===== config.mk =====
export PLATFORM = sky130hd
export DESIGN_NAME = line_table_arbiter
export DESIGN_NICKNAME = d
export VERILOG_FILES = /design/src/rtl/line_table_arbiter.sv
export SDC_FILE = /design/constraint.sdc
export NUM_CORES = 1
export LEC_CHECK = 0
export ABC_AREA = 1
export CAP_MARGIN = 30
export CORE_MARGIN = 3
export CORE_UTILIZATION = 47
export CTS_CLUSTER_SIZE = 24
export DETAILED_ROUTE_END_ITERATION = 12
export PLACE_DENSITY_LB_ADDON = 0.3
export REMOVE_ABC_BUFFERS = 1
export SYNTH_ARGS = -nofsm -noshare
export SYNTH_HDL_FRONTEND = slang
export SYNTH_SLANG_ARGS = --single-unit

===== constraint.sdc =====
create_clock -name clk -period 1.95 [get_ports clk]
set_input_delay 0.39 -clock clk [delete_from_list [all_inputs] [get_ports clk]]
set_output_delay 0.39 -clock clk [all_outputs]
set_load 0.01 [all_outputs]

===== src/rtl/line_table_arbiter.sv =====
// Two-port round-robin arbiter (with lock) over a 4-entry line table with per-half masked write/read.
// Reads respond one cycle after acceptance; ready is combinational from valids and arbiter state.
module line_table_arbiter #(
  parameter int W = 8
) (
  input  logic         clk,
  input  logic         rst,
  input  logic         a_valid,
  output logic         a_ready,
  input  logic         a_we,
  input  logic [1:0]   a_mask,
  input  logic [1:0]   a_idx,
  input  logic [W-1:0] a_wdata,
  input  logic         a_lock,
  output logic         a_rvalid,
  output logic [W-1:0] a_rdata,
  input  logic         b_valid,
  output logic         b_ready,
  input  logic         b_we,
  input  logic [1:0]   b_mask,
  input  logic [1:0]   b_idx,
  input  logic [W-1:0] b_wdata,
  input  logic         b_lock,
  output logic         b_rvalid,
  output logic [W-1:0] b_rdata
);
  localparam int H = W / 2;

  typedef enum logic [1:0] {RR, LOCK_A, LOCK_B} state_t;

  state_t       r_state, w_state_nxt;
  logic         r_ptr_b, w_ptr_b_nxt;
  logic [W-1:0] r_tab [4];

  logic         w_ptr_eff_b;
  logic         w_acc_a, w_acc_b, w_acc;
  logic         w_we;
  logic [1:0]   w_mask, w_idx;
  logic [W-1:0] w_wdata, w_entry, w_rd;

  // During reset the grant follows the RR rule with the pointer at A.
  assign w_ptr_eff_b = r_ptr_b && !rst;

  always_comb begin
    a_ready = 1'b0;
    b_ready = 1'b0;
    if (rst || r_state == RR) begin
      a_ready = a_valid && (!b_valid || !w_ptr_eff_b);
      b_ready = b_valid && (!a_valid || w_ptr_eff_b);
    end else if (r_state == LOCK_A) begin
      a_ready = a_valid;
    end else if (r_state == LOCK_B) begin
      b_ready = b_valid;
    end
  end

  assign w_acc_a = a_valid && a_ready && !rst;
  assign w_acc_b = b_valid && b_ready && !rst;
  assign w_acc   = w_acc_a || w_acc_b;

  always_comb begin
    w_state_nxt = r_state;
    w_ptr_b_nxt = r_ptr_b;
    if (w_acc_a)      w_ptr_b_nxt = 1'b1;
    else if (w_acc_b) w_ptr_b_nxt = 1'b0;
    case (r_state)
      RR: begin
        if (w_acc_a && a_lock)      w_state_nxt = LOCK_A;
        else if (w_acc_b && b_lock) w_state_nxt = LOCK_B;
      end
      LOCK_A: if (!a_valid || (w_acc_a && !a_lock)) w_state_nxt = RR;
      LOCK_B: if (!b_valid || (w_acc_b && !b_lock)) w_state_nxt = RR;
      default: w_state_nxt = RR;
    endcase
  end

  // At most one port is accepted per cycle, so a single shared access path suffices.
  assign w_we    = w_acc_b ? b_we    : a_we;
  assign w_mask  = w_acc_b ? b_mask  : a_mask;
  assign w_idx   = w_acc_b ? b_idx   : a_idx;
  assign w_wdata = w_acc_b ? b_wdata : a_wdata;

  assign w_entry = (w_idx == 2'd0) ? {W{1'b0}} : r_tab[w_idx];
  assign w_rd    = {(w_mask[1] ? w_entry[W-1:H] : {(W-H){1'b0}}),
                    (w_mask[0] ? w_entry[H-1:0] : {H{1'b0}})};

  always_ff @(posedge clk) begin
    if (rst) begin
      r_state  <= RR;
      r_ptr_b  <= 1'b0;
      for (int i = 0; i < 4; i++) r_tab[i] <= {W{1'b0}};
      a_rvalid <= 1'b0;
      b_rvalid <= 1'b0;
      a_rdata  <= {W{1'b0}};
      b_rdata  <= {W{1'b0}};
    end else begin
      r_state  <= w_state_nxt;
      r_ptr_b  <= w_ptr_b_nxt;
      if (w_acc && w_we && (w_idx != 2'd0)) begin
        if (w_mask[1]) r_tab[w_idx][W-1:H] <= w_wdata[W-1:H];
        if (w_mask[0]) r_tab[w_idx][H-1:0] <= w_wdata[H-1:0];
      end
      a_rvalid <= w_acc_a && !a_we;
      b_rvalid <= w_acc_b && !b_we;
      if (w_acc_a && !a_we) a_rdata <= w_rd;
      if (w_acc_b && !b_we) b_rdata <= w_rd;
    end
  end
endmodule


==> summary.txt <==
Outcome: finished, final reports clean
Global-route wire length before repair: 10200 µm
Most frequent cells in the layout: nand2_1, inv_1, nand3_1
WHS: 0.445 ns
Critical Path RT: 2.12 ns
Clk_lat worst skew: 0.31 ns
Worst-path cell chain: inv_2 -> nor2_1 -> nand2_1 -> nand2_4 -> nand3_4 -> nand2_2 -> nand2_2 -> nand2_2 -> o21ai_2 -> nor2_4 -> buf_6 -> nand3_4 -> buf_6 -> nor2_2
Inst Count DP: 480
WL final: 6310 µm
RSZ-0062 raised after global routing: yes
Ant diodes: 0
Leakage power: 1.82 nW
Sink Count: 53
Max_cap viols: 0
Power Total: 2.49 mW
Post-Synthesis Cells: 335
CP max FO: 7
Largest net degree at the start of global routing: 17
Total CTS buffers: 5
Slew Limit Fails: 0
Period utilization: 98.5%
IO Port Bufs: 51
Pwr/cell area: 654 nW/µm²
Maximum clock frequency: 520 MHz
DR vias/cell: 4.88
Antenna Nets Post-Route: 0
Hold-fix buffers, CTS: 0
Grt total ovfl: 0
CP max stage cell: dfxtp_2
Initial core utilization: 50.7%
Clock Path Buffers: 2
Maximum vdd drop: 0.000399 V
Avg Cell Area, Syn: 8.02 µm²
Placer congestion estimate: 0.853
DIE AREA: 6660 µm²
DRC errors left: 0
Number of global-route vias before repair: 2359
Sum Neg Setup Slack: 0 ns
Num ports: 52
Hold Crit Class: in -> reg
CP dominant cell by count: nand2_2
Die X-Extent: 81.6 µm
Ys Warns: 0
Die Y: 81.6 µm
Final Hold Viols: 0
DR iter-0 viols: 188
Synth unique cells: 25
Root Driver: clkbuf_8
Area delta synth->final: 41.8%
Most common cell after layout, fill and taps aside: nand2_1
#FFs+latches synth: 53
Sequential area share after synthesis: 51.4%
Non-filler cells, final: 494
Clock period minus worst slack: 1.92 ns
Share of post-route cells with drive strength above 1: 25.9%
Critical path type: reg -> reg
Critical Path Start Type: register
Worst EP arrival: 2.09 ns
Core Footprint: 5300 µm²
# rows: 26
Drt pass-1 iters: 4
Final HPWL DP: 4600 µm
Worst Skew: 0.0101 ns
CTS tree: yes
H-tree levels: 2
Mapped cell area: 2690 µm²
Crit path largest cell delay: 0.37 ns
Total global-route track usage: 20.1%
Initial antenna violation count: 0
Vias: 2410
CP Capture Type: register
Clk slew on worst S/H paths: 0.09 ns
Routed len/inst: 12.8 µm
Setup violators final: 0
Total Nets Final: 455
[report_power, final]
group          internal, mW  switching [mW]  total [mW]  leakage, nW
clock network         0.250           0.359       0.609       0.0482
registers              1.26          0.0280        1.29        0.497
logic                 0.252           0.344       0.595         1.28
total                  1.76           0.731        2.49         1.82
[flip-flops by register name, summed over array words and instances, names as in the netlist]
signal / count
r_tab: 32
r_state: 2
b_rvalid: 1
a_rvalid: 1
r_ptr_b: 1
b_rdata: 8
a_rdata: 8
[logic make-up after synthesis]
| group | Yosys count | synth area share [%] |
|---|---|---|
| simple gates | 189 | 33.2 |
| flops | 53 | 51.4 |
| other cells | 1 | 0.140 |
| compound gates | 14 | 3.17 |
| buf+inv | 78 | 12.1 |
[final cells by class]
type	instances	area, µm²
Tap cell	70	87.6
Sequential cell	53	1380
Clock buffer	5	68.8
Timing Repair inverter	1	7.51
Clock inverter	3	16.3
Fill cell	403	1490
Inverter	66	258
Multi-Input combinational cell	211	1200
Timing Repair Buffer	85	787
[cell usage after synthesis]
master    number  area share [%]
nor2_1        21             2.9
nor2_4         1            0.42
and2_1         1            0.23
o21ai_0        8             1.5
a21oi_2        2            0.65
nand3_4        2             1.3
nor2_2         1            0.23
buf_6          3             1.3
inv_2          2            0.28
nand3_1       55              10
o21ai_1        2            0.37
clkbuf_1       5            0.70
inv_1         63             8.8
nand2_2       15             3.5
dfxtp_1       21              16
clkinv_1       1            0.14
nand2_4        2            0.84
edfxtp_1      32              36
nand2_1       85              12
buf_2          2            0.37
conb_1         1            0.14
o21ai_2        2            0.65
nand4_2        1            0.47
buf_4          2            0.56
nand4_1        5             1.2
[critical path, delay by kind of cell (launching register included)]
kind | cells | cell delay [ns]
AOI/OAI and AO/OA | 1 | 0.07
buffers and inverters | 3 | 0.35
DFF | 1 | 0.37
and+or+nand+nor | 10 | 0.97
[metrics by stage]
step | util, % | worst slack, ns | cell area [µm²]
5_1_grt | 71.8 | -0.0759 | 3810
6_report | 71.8 | 0.0284 | 3810
3_5_place_dp | 65.1 | -0.583 | 3450
3_3_place_gp | 65.1 | -0.520 | 3450
4_1_cts | 68.0 | -0.0104 | 3600
2_1_floorplan | - | -0.992 | 2640
[worst paths after layout]
| path | from | endpoint | slack [ns] | depth (start not counted) |
|---|---|---|---|---|
| worst max-delay path | r_state[1]$_SDFFE_PP0P_ | r_tab[1][7]$_SDFFCE_PN0P_ | 0.03 | 14 |
| worst min-delay path | rst | r_ptr_b$_SDFFE_PP0N_ | 0.44 | 4 |
| worst max register to register | r_state[1]$_SDFFE_PP0P_ | r_tab[1][7]$_SDFFCE_PN0P_ | 0.03 | 14 |
| worst min register to register | a_rdata[4]$_SDFFE_PP0P_ | a_rdata[4]$_SDFFE_PP0P_ | 0.47 | 2 |
[routing by layer]
| layer | global-route usage (%) | share of wire [%] | routed length [µm] |
|---|---|---|---|
| met1 | 24.7 | 42 | 2630 |
| met2 | 33.6 | 51 | 3210 |
| met3 | 4.06 | 5.0 | 315 |
| met4 | 9.97 | 2.5 | 159 |
| met5 | 0 | 0 | 0 |
[what timing repair did]
item / in CTS / in global routing
resized for setup: 23 / 55
setup buffers: 3 / 2
pin swaps: 7 / 15
cloned: 0 / 1
setup endpoints to repair: 66 / 66
Note: power is estimated with default switching activity, not from simulation.
